### src/rtl/mouse_pkg.sv
// Shared constants and helpers for the mouse pointer tracker.
// Default screen size, edge-mode encodings, button indices and acceleration threshold.
package mouse_pkg;

    localparam int H_RES_DEF    = 640;
    localparam int V_RES_DEF    = 480;

    localparam int EDGE_CLAMP   = 0;
    localparam int EDGE_WRAP    = 1;

    localparam int BTN_L        = 0;
    localparam int BTN_R        = 1;
    localparam int BTN_M        = 2;
    localparam int NUM_BTN      = 3;

    localparam int ACCEL_THRESH = 16;
    localparam int PKT_DW       = 9;

    // Magnitude of a packet delta; -256 needs the extra bit.
    function automatic logic [PKT_DW:0] delta_abs(input logic [PKT_DW-1:0] d);
        logic [PKT_DW:0] ext;
        ext = {d[PKT_DW-1], d};
        return d[PKT_DW-1] ? (~ext + 1'b1) : ext;
    endfunction

endpackage

### src/rtl/mouse_pos_tracker_if.sv
// Decoded PS/2 movement packet bus from the packet decoder into the tracker.
// master drives a packet with a one-cycle pkt_valid strobe; slave only listens.
interface mouse_pos_tracker_if;
    import mouse_pkg::*;

    logic                 pkt_valid;
    logic [PKT_DW-1:0]    pkt_dx;
    logic [PKT_DW-1:0]    pkt_dy;
    logic [1:0]           pkt_ovf;
    logic [NUM_BTN-1:0]   pkt_btn;

    modport master (
        output pkt_valid,
        output pkt_dx,
        output pkt_dy,
        output pkt_ovf,
        output pkt_btn
    );

    modport slave (
        input pkt_valid,
        input pkt_dx,
        input pkt_dy,
        input pkt_ovf,
        input pkt_btn
    );

endinterface

### src/rtl/mouse_axis_acc.sv
// One pointer axis: adds a signed delta to the held position, then clamps or wraps
// into 0..RES-1; a recenter (or reset) loads RES/2.
module mouse_axis_acc
    import mouse_pkg::*;
#(
    parameter int W         = 10,
    parameter int RES       = H_RES_DEF,
    parameter int EDGE_MODE = EDGE_CLAMP
) (
    input  logic                clk,
    input  logic                rst_n,
    input  logic                i_upd,
    input  logic                i_recenter,
    input  logic signed [W+1:0] i_delta,
    output logic [W-1:0]        o_pos
);

    localparam logic [W-1:0]        CENTRE = W'(RES / 2);
    localparam logic signed [W+1:0] RES_S  = (W+2)'(RES);

    logic [W-1:0]        r_pos;
    logic signed [W+1:0] w_sum;
    logic [W-1:0]        w_fix;

    assign w_sum = $signed({2'b00, r_pos}) + i_delta;

    generate
        if (EDGE_MODE == EDGE_WRAP) begin : g_wrap
            // Delta magnitude is below RES, so a single correction lands in range.
            always_comb begin
                w_fix = W'(w_sum);
                if (w_sum < 0) begin
                    w_fix = W'(w_sum + RES_S);
                end else if (w_sum >= RES_S) begin
                    w_fix = W'(w_sum - RES_S);
                end
            end
        end else begin : g_clamp
            localparam logic signed [W+1:0] MAX_S = (W+2)'(RES - 1);
            localparam logic [W-1:0]        MAX_U = W'(RES - 1);

            always_comb begin
                w_fix = W'(w_sum);
                if (w_sum < 0) begin
                    w_fix = '0;
                end else if (w_sum > MAX_S) begin
                    w_fix = MAX_U;
                end
            end
        end
    endgenerate

    always_ff @(posedge clk) begin
        if (!rst_n) begin
            r_pos <= CENTRE;
        end else if (i_recenter) begin
            r_pos <= CENTRE;
        end else if (i_upd) begin
            r_pos <= w_fix;
        end
    end

    assign o_pos = r_pos;

endmodule

### src/rtl/mouse_pos_tracker.sv
// Pointer-position accumulator: scales decoded PS/2 deltas, tracks X/Y and buttons.
// Optional MOUSE_ACCEL_EN doubles any axis delta whose packet magnitude exceeds 16.
module mouse_pos_tracker #(
    parameter int H_RES     = mouse_pkg::H_RES_DEF,
    parameter int V_RES     = mouse_pkg::V_RES_DEF,
    parameter int X_W       = 10,
    parameter int Y_W       = 9,
    parameter int SHIFT     = 0,
    parameter int EDGE_WRAP = 0
) (
    input  logic                     clk,
    input  logic                     rst_n,
    mouse_pos_tracker_if.slave       pkt,
    input  logic                     recenter,
    output logic [X_W-1:0]           mouse_x,
    output logic [Y_W-1:0]           mouse_y,
    output logic [2:0]               btn,
    output logic [2:0]               click,
    output logic                     pos_upd
);
    import mouse_pkg::*;

    localparam int XD = X_W + 2;
    localparam int YD = Y_W + 2;

    logic                  r_s1_valid;
    logic signed [XD-1:0]  r_dx_s;
    logic signed [YD-1:0]  r_dy_s;
    logic [NUM_BTN-1:0]    r_btn_s1;
    logic                  r_pos_upd;

    logic signed [XD-1:0]  w_dx_ext;
    logic signed [XD-1:0]  w_dx_lin;
    logic signed [XD-1:0]  w_dx_scl;
    logic signed [YD-1:0]  w_dy_ext;
    logic signed [YD-1:0]  w_dy_lin;
    logic signed [YD-1:0]  w_dy_scl;
    logic                  w_stage2;

    assign w_dx_ext = XD'($signed(pkt.pkt_dx));
    assign w_dy_ext = YD'($signed(pkt.pkt_dy));
    assign w_dx_lin = w_dx_ext <<< SHIFT;
    // PS/2 reports +dy as up, screen rows grow downward.
    assign w_dy_lin = -(w_dy_ext <<< SHIFT);

`ifdef MOUSE_ACCEL_EN
    assign w_dx_scl = (delta_abs(pkt.pkt_dx) > (PKT_DW+1)'(ACCEL_THRESH)) ? (w_dx_lin <<< 1) : w_dx_lin;
    assign w_dy_scl = (delta_abs(pkt.pkt_dy) > (PKT_DW+1)'(ACCEL_THRESH)) ? (w_dy_lin <<< 1) : w_dy_lin;
`else
    assign w_dx_scl = w_dx_lin;
    assign w_dy_scl = w_dy_lin;
`endif

    always_ff @(posedge clk) begin
        if (!rst_n) begin
            r_s1_valid <= 1'b0;
            r_dx_s     <= '0;
            r_dy_s     <= '0;
            r_btn_s1   <= '0;
        end else begin
            r_s1_valid <= pkt.pkt_valid;
            if (pkt.pkt_valid) begin
                r_dx_s   <= pkt.pkt_ovf[0] ? '0 : w_dx_scl;
                r_dy_s   <= pkt.pkt_ovf[1] ? '0 : w_dy_scl;
                r_btn_s1 <= pkt.pkt_btn;
            end
        end
    end

    // Recenter takes priority over the packet sitting in stage 1.
    assign w_stage2 = r_s1_valid & ~recenter;

    mouse_axis_acc #(
        .W         (X_W),
        .RES       (H_RES),
        .EDGE_MODE (EDGE_WRAP)
    ) u_axis_x (
        .clk        (clk),
        .rst_n      (rst_n),
        .i_upd      (w_stage2),
        .i_recenter (recenter),
        .i_delta    (r_dx_s),
        .o_pos      (mouse_x)
    );

    mouse_axis_acc #(
        .W         (Y_W),
        .RES       (V_RES),
        .EDGE_MODE (EDGE_WRAP)
    ) u_axis_y (
        .clk        (clk),
        .rst_n      (rst_n),
        .i_upd      (w_stage2),
        .i_recenter (recenter),
        .i_delta    (r_dy_s),
        .o_pos      (mouse_y)
    );

    genvar gi;
    generate
        for (gi = 0; gi < NUM_BTN; gi++) begin : g_btn
            logic r_level;
            logic r_pulse;

            always_ff @(posedge clk) begin
                if (!rst_n) begin
                    r_level <= 1'b0;
                    r_pulse <= 1'b0;
                end else if (w_stage2) begin
                    r_level <= r_btn_s1[gi];
                    r_pulse <= r_btn_s1[gi] & ~r_level;
                end else begin
                    r_pulse <= 1'b0;
                end
            end

            assign btn[gi]   = r_level;
            assign click[gi] = r_pulse;
        end
    endgenerate

    always_ff @(posedge clk) begin
        if (!rst_n) begin
            r_pos_upd <= 1'b0;
        end else begin
            r_pos_upd <= r_s1_valid | recenter;
        end
    end

    assign pos_upd = r_pos_upd;

endmodule

### src/flat_wrapper.sv
// flat-port wrapper written by rule: the top's interface ports become plain ports
module mouse_pos_tracker_flat import mouse_pkg::*;
#(
    parameter int H_RES     = mouse_pkg::H_RES_DEF,
    parameter int V_RES     = mouse_pkg::V_RES_DEF,
    parameter int X_W       = 10,
    parameter int Y_W       = 9,
    parameter int SHIFT     = 0,
    parameter int EDGE_WRAP = 0
)
  (clk, rst_n, recenter, mouse_x, mouse_y, btn, click, pos_upd, pkt_pkt_valid, pkt_pkt_dx, pkt_pkt_dy, pkt_pkt_ovf, pkt_pkt_btn);
  mouse_pos_tracker_if pkt_i ();
  input  logic clk;
  input  logic rst_n;
  input  logic recenter;
  output logic [X_W-1:0] mouse_x;
  output logic [Y_W-1:0] mouse_y;
  output logic [2:0] btn;
  output logic [2:0] click;
  output logic pos_upd;
  input wire logic [$bits(pkt_i.pkt_valid)-1:0] pkt_pkt_valid;
  input wire logic [$bits(pkt_i.pkt_dx)-1:0] pkt_pkt_dx;
  input wire logic [$bits(pkt_i.pkt_dy)-1:0] pkt_pkt_dy;
  input wire logic [$bits(pkt_i.pkt_ovf)-1:0] pkt_pkt_ovf;
  input wire logic [$bits(pkt_i.pkt_btn)-1:0] pkt_pkt_btn;
  assign pkt_i.pkt_valid = pkt_pkt_valid;
  assign pkt_i.pkt_dx = pkt_pkt_dx;
  assign pkt_i.pkt_dy = pkt_pkt_dy;
  assign pkt_i.pkt_ovf = pkt_pkt_ovf;
  assign pkt_i.pkt_btn = pkt_pkt_btn;
  mouse_pos_tracker #(.H_RES(H_RES), .V_RES(V_RES), .X_W(X_W), .Y_W(Y_W), .SHIFT(SHIFT), .EDGE_WRAP(EDGE_WRAP)) u_core (.clk(clk), .rst_n(rst_n), .pkt(pkt_i), .recenter(recenter), .mouse_x(mouse_x), .mouse_y(mouse_y), .btn(btn), .click(click), .pos_upd(pos_upd));
endmodule
### config.mk
export PLATFORM = sky130hd
export DESIGN_NAME = mouse_pos_tracker_flat
export DESIGN_NICKNAME = d
export VERILOG_FILES = /design/src/rtl/mouse_pkg.sv /design/src/rtl/mouse_pos_tracker_if.sv /design/src/rtl/mouse_axis_acc.sv /design/src/rtl/mouse_pos_tracker.sv /design/src/flat_wrapper.sv
export SDC_FILE = /design/constraint.sdc
export NUM_CORES = 1
export LEC_CHECK = 0
export ABC_AREA = 0
export ABC_CLOCK_PERIOD_IN_PS = 3100
export BUFFER_PORTS_ARGS = -buffer_cell sky130_fd_sc_hd__buf_2
export CAP_MARGIN = 5
export CORE_UTILIZATION = 46
export CTS_BUF_LIST = sky130_fd_sc_hd__clkbuf_16
export CTS_CLUSTER_SIZE = 24
export DETAILED_ROUTE_END_ITERATION = 6
export PLACE_DENSITY = 0.66
export SETUP_SLACK_MARGIN = 0.02
export SYNTH_ARGS = -nofsm -noshare
export SYNTH_HDL_FRONTEND = slang
export SYNTH_HIERARCHICAL = 1
export SYNTH_SLANG_ARGS = --single-unit
### constraint.sdc
create_clock -name clk -period 3.1 [get_ports clk]
set_clock_uncertainty 0.2 [all_clocks]
set_input_delay 0 -clock clk [delete_from_list [all_inputs] [get_ports clk]]
set_output_delay 0 -clock clk [all_outputs]
set_load 0.01 [all_outputs]
; Yosys cells after proc, flatten, opt, wreduce, memory -nomap -nowiden
; Cells that the tools add are included.
[word_totals]
register_bits = 53
out_inout_bits = 26
mem_count = 0
latch_bits = 0
mem_bits_ro = 0
in_bits = 27
ram_bits = 0
[op_classes]
n_eq_ne = 0
bitwise_logic = 10
add_sub_neg = 3
muxes = 6
n_reduce_logical = 2
shifts = 0
magnitude_cmp = 4
div = 0
n_mul = 0
[op_table]
columns = operator, n
row1 = 10-bit two-way mux, 2
row2 = 9-bit two-way mux, 2
row3 = 11-bit by 12-bit adder with 12-bit output, 1
row4 = "12-bit by 11-bit > comparator with 1-bit output, second input constant", 1
row5 = "12-bit by 1-bit < comparator with 1-bit output, second input constant", 1
row6 = 12-bit two-way mux, 1
row7 = 10-bit by 11-bit adder with 11-bit output, 1
row8 = "11-bit by 10-bit > comparator with 1-bit output, second input constant", 1
row9 = "11-bit by 1-bit < comparator with 1-bit output, second input constant", 1
row10 = 11-bit two-way mux, 1
row11 = 9-bit negator with 11-bit output, 1
row12 = 1-bit NOT, 5
row13 = 1-bit AND, 4
row14 = 2-bit AND reduction, 1
row15 = 2-bit OR reduction, 1
row16 = 1-bit OR, 1

; Depth between registers and ports, before layout
; Gate-level depths: netlist of the first run.
[logic_depth]
word_depth = 4
mapped_depth = 9

; Modules after synthesis
; The synthesis of the first run kept the hierarchy.
[modules_own_cells]
columns = module, seq_area_each_um2, n_inst, cells_per_inst, area_each_um2
row1 = mouse_pos_tracker, 620.6, 1, 126, 1255.0
row2 = mouse_axis_acc (u_core.u_axis_x), 200.2, 1, 127, 1077.3
row3 = mouse_axis_acc (u_core.u_axis_y), 180.2, 1, 94, 812.0

; Worst setup path before layout of the first run
; Ideal clock, no wire load.
[synth_timing]
path_type = register to register
startpoint = register u_core.u_axis_y.r_pos[0], in the netlist u_core/u_axis_y/o_pos[0]
endpoint = register u_core.u_axis_y.r_pos[5], in the netlist u_core/u_axis_y/o_pos[5]
arrival_time_ns = 2.478
path_slack_ns = 0.300
setup_time_ns = 0.122
stages_incl_launch_ff = 9
n_path_buf = 0
period_less_slack_ns = 2.800
path_cell_list = dfxtp_1 ha_1 fa_1 a21o_1 a221oi_2 xor2_1 nor4_2 nor2_1 a221o_1
[synth_between]
elab_chain_len = 4
[synth_lines]
columns = item, line_no
row1 = from (decl), mouse_axis_acc.sv:21  ; logic [W-1:0] r_pos;
row2 = from (signal assigned), mouse_axis_acc.sv:59  ; r_pos <= w_fix;
row3 = 10-bit by 11-bit adder with 11-bit output *, mouse_axis_acc.sv:25  ; assign w_sum = $signed({2'b00, r_pos}) + i_delta;
row4 = 11-bit by 10-bit > comparator with 1-bit output, mouse_axis_acc.sv:46  ; end else if (w_sum > MAX_S) begin
row5 = 9-bit two-way mux, mouse_axis_acc.sv:46
row6 = 9-bit two-way mux *, mouse_axis_acc.sv:44  ; if (w_sum < 0) begin
; Mark *: on every way between the ends. The rest lies on a longest branch, timed or not.
; A chain may end at the register's enable or synchronous reset.

; Worst setup path after layout of the first run
[layout_timing]
startpoint = input port pkt_pkt_dy[0]
endpoint = register u_core.r_dy_s[6]
[layout_between]
elab_chain_len = 2
[layout_lines]
columns = item, line_no
row1 = from (decl), flat_wrapper.sv:23  ; input wire logic [$bits(pkt_i.pkt_dy)-1:0] pkt_pkt_dy;
row2 = 9-bit negator with 11-bit output, mouse_pos_tracker.sv:44  ; assign w_dy_lin = -(w_dy_ext <<< SHIFT);
row3 = 11-bit two-way mux, mouse_pos_tracker.sv:64  ; r_dy_s <= pkt.pkt_ovf[1] ? '0 : w_dy_scl;
row4 = to (signal assigned), mouse_pos_tracker.sv:64
row5 = to (decl), mouse_pos_tracker.sv:28  ; logic signed [YD-1:0] r_dy_s;
; Every way passes these cells.

==> run metrics, run 1 <==
post-route minimum period roughly 2.9 ns; most frequent CP cell dlygate4sd3_1; fin. max-slew vios 0; share of cells above drive strength 1 ~17%; Slew headroom 57.8%; ys async rst share 0%; core area around 6500 sq um; Final Cycle Share 92.3%; I/O pins 53; chip width 84.7 microns; post-synth cell types 68; Final ANT Viol Nets 0; main flop type after synthesis dfxtp_1; achievable clock frequency 350 MHz; CP Class primary input to flop; Worst R2R Setup Slack about 0.30 ns; DIE AREA between 7000 and 8000 sq um; antenna cells 0; clock group share of total power between 30% and 40%; PostCTS Resize Cnt 0; Combinational Power Share around a fifth; Port Buffers 52; unrepaired setup endpoints after global routing no; Worst-path clk slew approximately 0.060 ns; CP Buf/Inv Count 5; Num CTS Buffers 5; Cells after Synth about 350; Seq cells post-synth 50; FF-to-FF path depth 8; setup TNS 0 ns; Worst EP required 3.13 ns; Sw Share between 20% and 30%; CP startpoint kind primary input; maximum root-to-sink buffer count 2; sw power slightly below 400 uW; CTS tree yes; CP delay by family, top buffers and inverters; Row Count 29; Die Y about 85 microns; Largest stage delay, worst path roughly 0.57 ns; WP depth 9; DRC Markers 0; Final GP Congestion 0.854; reg-to-reg endpoint u_core/u_axis_y/o_pos[5]$_SDFFE_PP1P_; Pint 1180 uW; CP endpoint kind flop; first-pass GRT wire length about 14000 microns; initial antenna violation count 0; Worst Hold Depth 1; total number of vias between 3000 and 4000; Net Count, Synth ~400; H-Tree Depth 2; CTS root buffer clkbuf_16; Syn. warnings 6; Max VDD drop around 0.23 mV; iteration count of the initial detailed-routing pass 6; Nets just under 500; endpoints failing setup 0; Worst Hold End u_core/g_btn[0].r_pulse$_SDFF_PN0_; total power draw about 1600 uW; Skew-Pair Late Insertion Delay about 0.28 ns; Mapped Area 3140 sq um; routed len/inst 15.7 microns; number of vias per cell about 5.8; Congestion Overflow GR 0; Fin. Hold Viols 0; DR iter-0 viols 120; Pleak 0.00183 uW; P per Cell Area about 390 nW/um^2; Max Cap Viol 0; Seq/Total Area, Yosys between 30% and 40%; Seq pwr share between 40% and 50%; RR Startpoint u_core/r_dy_s[0]$_SDFFE_PN0P_; largest net degree at the start of global routing 26; Area growth syn-to-layout 30.1%; vias in the first global route a little under 3000; Overall Global Routing Usage about a quarter; top cell type's share of synthesized area a little under a third; Crit Path Max Fanout 3; status complete, no violations; area leader, netlist dfxtp_1; Routed Wire Length about 8000 microns; Initial Util 48.7%; CTS Sinks 50; syn avg cell area just over 9 sq um; post-DP HPWL roughly 5600 microns; slowest CP cell dlygate4sd3_1; Post-synth EDFFs 0; Hold WC Path Type flop to flop; Critical Path, Cell by Cell dlygate4sd3_1 > buf_2 > inv_1 > ha_1 > or4b_1 > o21ai_0 > dlygate4sd3_1 > a32o_1 > dlygate4sd3_1; Worst Path Arrival just under 3 ns; actual slew at the worst max-slew pin 0.631 ns; biggest area contributors in the synthesized netlist dfxtp_1 32%, ha_1 8.0%, nor2b_1 4.0%, a22oi_1 3.3%, xnor2_1 3.1%; hold_sp u_core/g_btn[0].r_level$_SDFFE_PN0N_
## cells by family (layout without fill, tap and decap cells)
family                   count (synthesis)  in the layout  synth area share [%]
XOR/XNOR                                16             16                  4.46
buffers and inverters                   35            128                  4.93
multiplexers                             6              6                  2.19
AND/OR/NAND/NOR                         93             93                  16.8
AO/OA/AOI/OAI                          125            125                  30.6
adder cells (fa/ha/maj)                 22             22                  9.23
flip-flops                              50             50                  31.8
## per-stage QoR
step / worst slack [ns] / std cells / utilization, % / hold slack (ns) / instance area, sq um
after floorplan: 0.300 / 347 / - / -0.0762 / 3140
after global placement: 0.379 / 459 / 53.0 / 0.0525 / 3420
after detailed placement: 0.313 / 459 / 53.0 / 0.0676 / 3420
after CTS: 0.299 / 517 / 63.3 / 0.255 / 4090
after global routing: 0.105 / 517 / 63.3 / 0.277 / 4090
final: 0.239 / 517 / 63.3 / 0.256 / 4090
## Yosys cell counts, drive strengths merged, types with 8 or more instances
cell type and number:
a21o 8, a21oi 18, a22oi 14, buf 8
clkbuf 11, dfxtp 50, ha 20, inv 15
nand2 22, nor2 10, nor2b 20, o21ai 21
o31ai 9, xnor2 11
## layout make-up
cell class / count / area, sq um
Tap cell: 77 / 96.3
Timing Repair Buffer: 105 / 786
Sequential cell: 50 / 1000
Multi-Input combinational cell: 262 / 1990
Clock buffer: 5 / 125
Clock inverter: 2 / 33.8
Fill cell: 578 / 2370
Inverter: 16 / 60.1
## flip-flops by register name, summed over array words and instances (netlist names)
register and count:
u_core/g_btn.r_level 3, u_core/g_btn.r_pulse 3, u_core/pos_upd 1, u_core/r_btn_s1 3, u_core/r_dx_s 9, u_core/r_dy_s 11
u_core/r_s1_valid 1, u_core/u_axis_x/o_pos 10, u_core/u_axis_y/o_pos 9
## worst max path at each step
| stage | from | endpoint | slack, ns |
|---|---|---|---|
| 2_1_floorplan | u_core/u_axis_y/o_pos[0]$_SDFFE_PP0P_ | u_core/u_axis_y/o_pos[5]$_SDFFE_PP1P_ | 0.30 |
| 3_3_place_gp | u_core/r_dy_s[0]$_SDFFE_PN0P_ | u_core/u_axis_y/o_pos[5]$_SDFFE_PP1P_ | 0.38 |
| 3_5_place_dp | u_core/r_dy_s[0]$_SDFFE_PN0P_ | u_core/u_axis_y/o_pos[5]$_SDFFE_PP1P_ | 0.31 |
| 4_1_cts | u_core/r_dy_s[0]$_SDFFE_PN0P_ | u_core/u_axis_y/o_pos[5]$_SDFFE_PP1P_ | 0.30 |
| 5_1_grt | pkt_pkt_dy[0] | u_core/r_dy_s[6]$_SDFFE_PN0P_ | 0.11 |
| 6_report | pkt_pkt_dy[0] | u_core/r_dy_s[6]$_SDFFE_PN0P_ | 0.24 |
## cells in the final DEF (no fill, tap or decap), drive strengths merged, types with 5 or more instances in the layout
master       netlist  layout
a21boi             5       5
a21o               8       8
a21oi             18      18
a221oi             5       5
a22oi             14      14
a32o               6       6
and2               5       5
buf                8      54
clkbuf            11       5
dfxtp             50      50
dlygate4sd3        0      51
ha                20      20
inv               15      15
mux2i              5       5
nand2             22      22
nand2b             7       7
nor2              10      10
nor2b             20      20
o211ai             5       5
o21ai             21      21
o31ai              9       9
or3                6       6
xnor2             11      11
xor2               5       5
## timing repair
action	CTS	global route
buffers inserted	0	0
endpoints found under the hold margin	28	0
hold buffers	51	0
## power groups by stage
stage	sequential (uW)	combinational, uW	clock, uW
floorplan	695	171	0
global route	685	324	640
global placement	696	240	0
CTS	682	289	614
detailed placement	696	241	0
finish	682	296	598
## per-layer routing
metal	global-route usage, %	wire [microns]
met3	3.54	362
met1	32.3	3910
met2	40.1	3750
met5	0	0
met4	6.47	123
## worst reg2reg max path: cells and delay by family, from the launching register on
| kind | cells | cell delay (ns) |
|---|---|---|
| compound gates | 3 | 0.90 |
| fa+ha+maj | 2 | 0.65 |
| simple gates | 2 | 0.47 |
| flops | 1 | 0.32 |
| xor+xnor | 1 | 0.15 |
No activity file was read; power rests on OpenSTA's default activity.
==> run 2: changes to the inputs <==
--- a/config.mk
+++ b/config.mk
@@ -6,7 +6,7 @@
 export NUM_CORES = 1
 export LEC_CHECK = 0
 export ABC_AREA = 0
-export ABC_CLOCK_PERIOD_IN_PS = 3100
+export ABC_CLOCK_PERIOD_IN_PS = 3500
 export BUFFER_PORTS_ARGS = -buffer_cell sky130_fd_sc_hd__buf_2
 export CAP_MARGIN = 5
 export CORE_UTILIZATION = 46
@@ -14,6 +14,7 @@
 export CTS_CLUSTER_SIZE = 24
 export DETAILED_ROUTE_END_ITERATION = 6
 export PLACE_DENSITY = 0.66
+export REMOVE_ABC_BUFFERS = 1
 export SETUP_SLACK_MARGIN = 0.02
 export SYNTH_ARGS = -nofsm -noshare
 export SYNTH_HDL_FRONTEND = slang
==> constraint.sdc (replaced) <==
create_clock -name clk -period 3.5 [get_ports clk]
set_clock_uncertainty 0.2 [all_clocks]
set_input_delay 0 -clock clk [delete_from_list [all_inputs] [get_ports clk]]
set_output_delay 0 -clock clk [all_outputs]
set_load 0.01 [all_outputs]
==> run 2 against run 1 <==
Register-to-register slack better by 0.18 ns. Non-clock buffer count down 3. Die area unchanged. Sequential share of layout area up 0.090 points. Global-route usage up 0.13 points. Design area down 0.37%. Clock-buffer cell count unchanged. Core utilization down 0.23 points. Sequential power down 11%. Clock power down 6.0%. Worst setup slack better by 0.24 ns. Critical endpoint is now u_core/u_axis_y/o_pos[5]$_SDFFE_PP1P_. Largest cell class unchanged.
==> run metrics, run 2 (synthesized netlist as in run 1, its figures left out) <==
status complete, no violations; chip width 84.7 microns; sw power 370 uW; Max VDD drop just under 0.2 mV; endpoints failing setup 0; post-route minimum period between 3 and 4 ns; H-Tree Depth 2; P per Cell Area between 300 and 400 nW/um^2; iteration count of the initial detailed-routing pass 6; post-CTS setup buffer count 0; maximum root-to-sink buffer count 2; CP Buf/Inv Count 0; DIE AREA between 7000 and 8000 sq um; max reg flops 11; vias in the first global route a little under 3000; CP startpoint kind flop; Non-Filler Instances between 500 and 600; Final Cycle Share 86.3%; Worst Path Arrival approximately 3.0 ns; Worst EP required between 3 and 4 ns; # hold bufs at CTS 50; Port Buffers 52; Fin. Hold Viols 0; Max Cap Viol 0; CTS root buffer clkbuf_16; I/O pins 53; Nets 486; fin. max-slew vios 0; Final ANT Viol Nets 0; DR iter-0 viols roughly 100; most common cell after layout, fill and taps aside buf_2; CP delay by family, top compound AO/OA/AOI/OAI gates; Final GP Congestion about 0.89; Skew-Pair Late Insertion Delay 0.29 ns; share of cells above drive strength 1 approximately 17%; initial antenna violation count 0; Initial Util between 40% and 50%; Seq pwr share 42.4%; number of vias per cell between 5 and 6; CP Class flop to flop; Num CTS Buffers 5; clock group share of total power approximately 40%; DRC Markers 0; Top reg by flops u_core/r_dy_s; Slew headroom 55.8%; Row Count 29; CTS Sinks 50; CP endpoint kind flop; Post-DP Area ~3400 sq um; Congestion Overflow GR 0; Combinational Power Share around 18%; Sw Share a little over a quarter; PostCTS Resize Cnt 0; slowest CP cell nor4_2; largest net degree at the start of global routing 26; Hold WC Path Type flop to flop; unrepaired setup endpoints after global routing no; antenna cells 0; CTS tree yes; setup TNS 0 ns; core area 6460 sq um; Pleak about 0.0018 uW; total power draw roughly 1400 uW; Pint ~1100 uW; first-pass GRT wire length 13800 microns; placed cells between 400 and 500; post-DP HPWL roughly 5600 microns; routed len/inst 15.7 microns; Area growth syn-to-layout 29.6%; Critical Path, Cell by Cell ha_1 > fa_1 > a21o_1 > a221oi_2 > xor2_1 > nor4_2 > nor2_1 > a221o_1; total number of vias about 3000; final instance area about 4100 sq um; Largest stage delay, worst path 0.51 ns; Overall Global Routing Usage around 24%; Worst-path clk slew around 0.07 ns; commonest non-fill, non-tap cells in the layout 52 x buf_2, 50 x dlygate4sd3_1, 50 x dfxtp_1, 22 x nand2_1; Routed Wire Length roughly 8000 microns; Die Y ~85 microns; achievable clock frequency 331 MHz; actual slew at the worst max-slew pin between 0.6 and 0.7 ns; Crit Path Max Fanout 5
-- run 2: cell count changes in the layout (fill, tap and decap cells not counted), sizes merged --
cell         change
buf              -2
dlygate4sd3      -1
inv              +1
-- run 2: worst reg2reg max path, stage by stage, from the launching register on --
cell	delay [ns]
dfxtp_1	0.32
ha_1	0.24
fa_1	0.42
a21o_1	0.20
a221oi_2	0.40
xor2_1	0.16
nor4_2	0.51
nor2_1	0.15
a221o_1	0.32
-- run 2: per-layer routing --
layer	up-vias	routed length, microns	share of wire, %	global-route usage [%]
met3	8	333	4.1	3.64
met5	-	0	0	0
met4	0	99	1.2	8.01
li1	1490	-	-	-
met2	68	3770	47	40.1
met1	1401	3900	48	32.0
-- run 2: final cells by class --
| class | count | area [sq um] |
|---|---|---|
| fill | 557 | 2380 |
| multi-input combinational | 262 | 1990 |
| sequential | 50 | 1000 |
| timing repair buffer | 102 | 761 |
| clock buffer | 5 | 125 |
| tap | 77 | 96.3 |
| inverter | 16 | 60.1 |
| clock inverter | 3 | 43.8 |
-- run 2: final timing paths --
kind | depth (start not counted) | from | slack (ns) | end
max | 8 | u_core/r_dy_s[0]$_SDFFE_PN0P_ | 0.48 | u_core/u_axis_y/o_pos[5]$_SDFFE_PP1P_
min | 1 | u_core/g_btn[1].r_level$_SDFFE_PN0N_ | 0.26 | u_core/g_btn[1].r_pulse$_SDFF_PN0_
max reg2reg | 8 | u_core/r_dy_s[0]$_SDFFE_PN0P_ | 0.48 | u_core/u_axis_y/o_pos[5]$_SDFFE_PP1P_
min reg2reg | 1 | u_core/g_btn[1].r_level$_SDFFE_PN0N_ | 0.26 | u_core/g_btn[1].r_pulse$_SDFF_PN0_
-- run 2: power groups by stage --
stage               clock network, uW  registers, uW  logic, uW
CTS                               571            604        253
detailed placement                  0            617        212
global placement                    0            617        208
global route                      590            607        284
finish                            562            604        258
floorplan                           0            616        145
-- run 2: per-stage QoR --
stage | worst slack, ns | hold slack [ns] | util [%]
after floorplan | 0.700 | -0.0825 | -
after global placement | 0.597 | 0.0466 | 52.7
after detailed placement | 0.510 | 0.0519 | 52.7
after CTS | 0.496 | 0.257 | 63.1
after global routing | 0.270 | 0.271 | 63.1
final | 0.481 | 0.258 | 63.1
